`src/rtl/deser_pkg.sv`:
```
// rtl/deser_pkg.sv - shared types and sizing helpers for deserializer_generic
package deser_pkg;

  typedef enum logic {
    COLLECT = 1'b0,
    PARITY  = 1'b1
  } deser_state_e;

  // Counter width for a WIDTH-bit word; WIDTH is at least 2 so this is never 0.
  function automatic int cnt_width(input int width);
    return (width < 2) ? 1 : $clog2(width);
  endfunction

endpackage

```
`src/rtl/deserializer_generic.sv`:
```
// rtl/deserializer_generic.sv - LSB-first serial-to-parallel receiver with realign
// Optional even-parity bit and parity_err output when DESER_PARITY_EN is defined.
module deserializer_generic
  import deser_pkg::*;
#(
  parameter int WIDTH = 8
) (
  input  logic             clk,
  input  logic             rst_n,
  input  logic             w_in,
  input  logic             w_valid,
  input  logic             sync_in,
  output logic [WIDTH-1:0] f_out,
  output logic             f_valid,
  output logic             busy
`ifdef DESER_PARITY_EN
  ,
  output logic             parity_err
`endif
);

  localparam int CW = cnt_width(WIDTH);
  localparam logic [CW-1:0] LAST = CW'(WIDTH - 1);

  logic [CW-1:0]    cnt_q;
  logic [WIDTH-1:0] sh_q;
  logic [WIDTH-1:0] word_d;
  logic [WIDTH-1:0] f_out_q;
  logic             f_valid_q;
  logic             busy_q;
`ifdef DESER_PARITY_EN
  deser_state_e     state_q;
  logic             par_q;
  logic             parity_err_q;
`endif

  // Collect register with the incoming bit merged at the current position.
  always_comb begin
    word_d         = sh_q;
    word_d[cnt_q]  = w_in;
  end

  always_ff @(posedge clk or negedge rst_n) begin
    if (!rst_n) begin
      cnt_q        <= '0;
      sh_q         <= '0;
      f_out_q      <= '0;
      f_valid_q    <= 1'b0;
      busy_q       <= 1'b0;
`ifdef DESER_PARITY_EN
      state_q      <= COLLECT;
      par_q        <= 1'b0;
      parity_err_q <= 1'b0;
`endif
    end else begin
      f_valid_q    <= 1'b0;
`ifdef DESER_PARITY_EN
      parity_err_q <= 1'b0;
`endif
      if (sync_in) begin
        // Realign: a coincident valid bit becomes bit 0 of the new word.
`ifdef DESER_PARITY_EN
        state_q <= COLLECT;
        par_q   <= w_valid & w_in;
`endif
        if (w_valid) begin
          sh_q[0] <= w_in;
          cnt_q   <= CW'(1);
          busy_q  <= 1'b1;
        end else begin
          cnt_q   <= '0;
          busy_q  <= 1'b0;
        end
      end else if (w_valid) begin
`ifdef DESER_PARITY_EN
        if (state_q == PARITY) begin
          f_out_q      <= sh_q;
          f_valid_q    <= 1'b1;
          parity_err_q <= par_q ^ w_in;
          par_q        <= 1'b0;
          state_q      <= COLLECT;
          busy_q       <= 1'b0;
        end else begin
          sh_q  <= word_d;
          par_q <= par_q ^ w_in;
          busy_q <= 1'b1;
          if (cnt_q == LAST) begin
            cnt_q   <= '0;
            state_q <= PARITY;
          end else begin
            cnt_q <= cnt_q + CW'(1);
          end
        end
`else
        sh_q <= word_d;
        if (cnt_q == LAST) begin
          cnt_q     <= '0;
          f_out_q   <= word_d;
          f_valid_q <= 1'b1;
          busy_q    <= 1'b0;
        end else begin
          cnt_q  <= cnt_q + CW'(1);
          busy_q <= 1'b1;
        end
`endif
      end
    end
  end

  assign f_out   = f_out_q;
  assign f_valid = f_valid_q;
  assign busy    = busy_q;
`ifdef DESER_PARITY_EN
  assign parity_err = parity_err_q;
`endif

endmodule
```
`config.mk`:
```
export PLATFORM = sky130hd
export DESIGN_NAME = deserializer_generic
export DESIGN_NICKNAME = d
export VERILOG_FILES = /design/src/rtl/deser_pkg.sv /design/src/rtl/deserializer_generic.sv
export SDC_FILE = /design/constraint.sdc
export NUM_CORES = 1
export LEC_CHECK = 0
export CAP_MARGIN = 20
export CORE_ASPECT_RATIO = 0.6
export CORE_UTILIZATION = 45
export DETAILED_ROUTE_END_ITERATION = 10
export PLACE_DENSITY = 0.72
export SKIP_CTS_REPAIR_TIMING = 1
export SYNTH_ARGS = -nofsm -noshare
export SYNTH_HDL_FRONTEND = slang
export SYNTH_SLANG_ARGS = --single-unit
```
`constraint.sdc`:
```
create_clock -name clk -period 1.42 [get_ports clk]
set_input_delay 0.142 -clock clk [delete_from_list [all_inputs] [get_ports clk]]
set_output_delay 0.142 -clock clk [all_outputs]
set_load 0.02 [all_outputs]
```
Yosys cells after proc, flatten, opt, wreduce, memory -nomap -nowiden

Cells that the tools add are included.

Register bits: 21
Bits in latches: 0
Memory bits (writable): 0
ROM bits: 0
Input bits: 5
Word-level logic and storage cells: 32
Memories: 0

Add/sub/neg operators: 1
$mul: 0
Div/mod/pow operators: 0
$lt $le $gt $ge: 2
Equality and inequality tests: 1
Shift-type cells: 0
Muxes and demuxes: 17
Bitwise gates (word level): 1
Reductions and logical operators: 4

Operators by type and width:

| kind                  | number |
|---|---|
| $mux W1               | 12 |
| $mux W3               | 3 |
| $bwmux W8             | 1 |
| $lt A3 B4 Y1 const B  | 1 |
| $add A3 B1 Y3 const B | 1 |
| $demux W1 S3          | 1 |
| $eq A3 B3 Y1 const B  | 1 |
| $ge A3 B1 Y1 const B  | 1 |
| $reduce_and A3 Y1     | 1 |
| $reduce_and A2 Y1     | 1 |
| $reduce_bool A2 Y1    | 1 |
| $logic_and A1 B1 Y1   | 1 |
| $not A1 Y1            | 1 |

Depth between registers and ports, before layout

Depth after elaboration: 7
Mapped depth: 6

Worst setup path before layout

No wires, ideal clock.

Path type: reg-to-reg
Start point: reg cnt_q[0]
End point: reg f_out_q[0] (netlist: f_out[0])
Setup time: 0.083 ns
Data arrival time: 1.328 ns
Setup slack: 0.008 ns
Stages on the path, launching flop included: 7
Clock period less this slack: 1.412 ns
Cell sequence: dfrtp_1 > ha_1 > ha_1 > nand3b_1 > buf_2 > nand2_1 > o21ai_0

Longest elaborated chain between the ends: 5

RTL lines:

| item                                                               | line                        | text |
|---|---|---|
| start: declaration                                                 | deserializer_generic.sv:25  | `logic [CW-1:0] cnt_q;` |
| start signal: assignment                                           | deserializer_generic.sv:102 | `cnt_q <= cnt_q + CW'(1);` |
| $lt A3 B4 Y1 (implied by the code) or $ge A3 B1 Y1 (tied branches) | deserializer_generic.sv:40  | `word_d[cnt_q] = w_in;` |
| $logic_and A1 B1 Y1 (implied by the code)                          | deserializer_generic.sv:40  |  |
| $mux W1 (implied by the code)                                      | deserializer_generic.sv:40  |  |
| $demux W1 S3                                                       | deserializer_generic.sv:40  |  |
| $bwmux W8                                                          | deserializer_generic.sv:40  |  |
| end signal: assignment                                             | deserializer_generic.sv:98  | `f_out_q <= word_d;` |
| end: declaration                                                   | deserializer_generic.sv:28  | `logic [WIDTH-1:0] f_out_q;` |

Several ways; a longest one is shown, not always the timed one.
A chain may end at the register's enable or synchronous reset.

Worst setup path after layout

Start point: reg f_out_q[2] (netlist: f_out[2])
End point: out f_out[2]

RTL lines:

| item             | line                       | text |
|---|---|---|
| end: declaration | deserializer_generic.sv:13 | `output logic [WIDTH-1:0] f_out,` |

No word-level cell between the ends.

==> impl_metrics.yaml <==
outcome:
  outcome: "finished clean"
sta:
  fin_crit_sh: 0.969
  fmax_ghz: 0.727
  drv_slew: 0
  holdWs_ns: 0.211
  slew_headroom: 0.821
  setup-violations-final: 0
  worst_pin_slew_ns: 0.269
  fin_ws_ns: 0.0440
  finClkSkew_ns: 0.0101
  finalHoldViolations: 0
  min_period_ns: 1.38
  rsz0062_at_grt: "true"
grt:
  antenna_found_initial: 0
  grt_pass1_wl_um: 2990
  overflow: 0
  grt_max_degree: 22
  grt_pass1_vias: 619
  grt.total_usage: 0.170
clocking:
  cts.sinks: 21
  cts_root_buf: "clkbuf_8"
  insertion_delay_ns: 0.26
  clock_path_buffers: 2
  htreeDepth: 1
  clk_pin_slew_ns: 0.08
  cts_buffers: 3
  cts_tree: "built"
cells_and_area:
  drive_above_1_share: 0.271
  final_cell_area_um2: 1380
  fillers: 180
  num-nets-final: 126
  finish.utilization: 0.622
  antenna_cells: 0
  syn_to_final_growth_pct: 27.5
power:
  p_per_area_nw_per_um2: 972
  leakage_uw: 0.000646
  p_total_uw: 1340
  peakVddDrop_mv: 0.510
yosys:
  synth_flop_cell: "dfrtp_1"
  avgSynthCellArea_um2: 11.4
  synth.top_cell.area_share: 0.487
  async_reset_ff_frac: 1.00
  ys_ff_latch: 21
  syn_inst: 95
  yosys_warnings: 0
  synth_area_leaders: "dfrtp_1 (49%), mux2i_1 (9.3%), mux2_2 (5.2%)"
  synth_top_area_cell: "dfrtp_1"
  synth-edff-count: 0
  synthesis.nets: 102
  seq_area_frac_synth: 0.487
  synth_area_um2: 1080
  ys_types: 22
critical_path:
  crit_type: "reg2out"
  crit_slowest_cell: "clkdlybuf4s50_1"
  worst-path-buf-inv: 1
  worstPathArrival_ns: 1.23
  reg2reg_depth: 5
  r2r-start: "cnt_q[1]"
  worstPathRequired_ns: 1.28
  path_cells: "clkdlybuf4s50_1"
  crit_path_end_kind: "output port"
  slowest_delay_ns: 0.61
  worst-r2r-setup-slack_ns: 0.07
  start_kind: "register"
  crit_fanout: 2
  r2r-end: "f_out[0]"
  path_delay_family: "buffers and inverters"
routing:
  wl_per_cell_um: 12.9
  postRouteAntennaNets: 0
  viasPerCell: 5.11
  wl_um: 1910
  vias: 756
  drt-pass1-iter-count: 4
  drt_drc_violations_left: 0
  drtIter0Drc: 24
floorplan:
  die_area_um2: 2600
  rows: 13
  coreArea_um2: 2210
  initial_core_util: 0.488
  die_y_um: 39.9
  ioPinCount: 15
  fp.dieW_um: 65.2
placement:
  gp_congestion: 0.717
  portBuffers: 14
  post_dp_cell_area_um2: 1330
  preCtsSetupSlack_ns: -0.172
  hpwl_um: 1380
worst_hold_path:
  hold_path_class: "in2async"
flow_run:
  drv_cap: 0
## per-layer routing
layer / up-vias / wire (um) / GRT usage
li1: 374 / - / -
met1: 361 / 992 / 0.234
met2: 17 / 797 / 0.242
met3: 4 / 83 / 0.0523
met4: 0 / 32 / 0.0870
met5: - / 0 / 0
## Yosys cell counts, types with 3 or more instances
master,instances
nor3b_2,4
mux2i_1,10
nor2_1,6
dfrtp_1,21
nand2_1,11
mux2_4,3
buf_2,3
o21ai_1,3
nand3b_1,6
mux2_2,5
o21ai_0,7
## where the power goes
part | switching, uW | leakage [uW] | total, uW | internal, uW
Sequential | 39.9 | 0.000276 | 694 | 654
Clock | 195 | 0.0000255 | 391 | 196
Combinational | 108 | 0.000345 | 252 | 144
## registers in the layout, indices dropped and copies added, names as in the netlist
name and cells:
f_out 8, sh_q 8, cnt_q 3, busy 1, f_valid 1
## final cells by class
type	instances	area (um2)	area share
clock inverter	1	5.00	0.00364
sequential	21	528	0.384
clock buffer	3	41.3	0.0300
timing repair buffer	26	255	0.186
tap	30	37.5	0.0273
multi-input combinational	65	500	0.364
inverter	2	7.51	0.00546
## cells in the final DEF, fill, tap and decap left out
cell              n
nor2_1            6
nand3b_1          6
mux2_4            3
o21ai_0           7
inv_1             2
clkbuf_8          3
buf_12            2
nor3_1            1
buf_4            10
mux2_2            5
mux2i_1          10
o21ai_1           3
dfrtp_1          19
ha_1              2
nor3_2            1
clkinv_2          1
nand3b_4          1
nor3b_1           2
nor3b_2           4
nand2_1          11
nand3_1           2
clkdlybuf4s50_1  14
a21oi_1           1
dfrtp_2           2
## stage by stage
stage	TNS, ns	cells
after floorplan	0	95
after global placement	-0.864	144
after detailed placement	-1.30	144
after CTS	0	148
after global routing	-0.0680	148
final	0	148
## worst max path at each step
stage | from | cells after the start | end | slack, ns
after global routing | cnt_q[0] | 5 | f_out[6] | -0.02
after global placement | w_valid | 4 | sh_q[5] | -0.12
after floorplan | cnt_q[0] | 6 | f_out[0] | 0.008
final | f_out[2] | 1 | f_out[2] | 0.04
after CTS | cnt_q[1] | 6 | f_out[0] | 0.01
after detailed placement | w_valid | 4 | sh_q[5] | -0.17
## cell families after synthesis
kind of cell,after synthesis,share of synthesized area
AO/OA/AOI/OAI,11,0.0510
adder cells (fa/ha/maj),2,0.0232
buffers and inverters,9,0.0487
flip-flops,21,0.487
multiplexers,18,0.187
AND/OR/NAND/NOR,34,0.203
(Power assumes the default switching activity.)
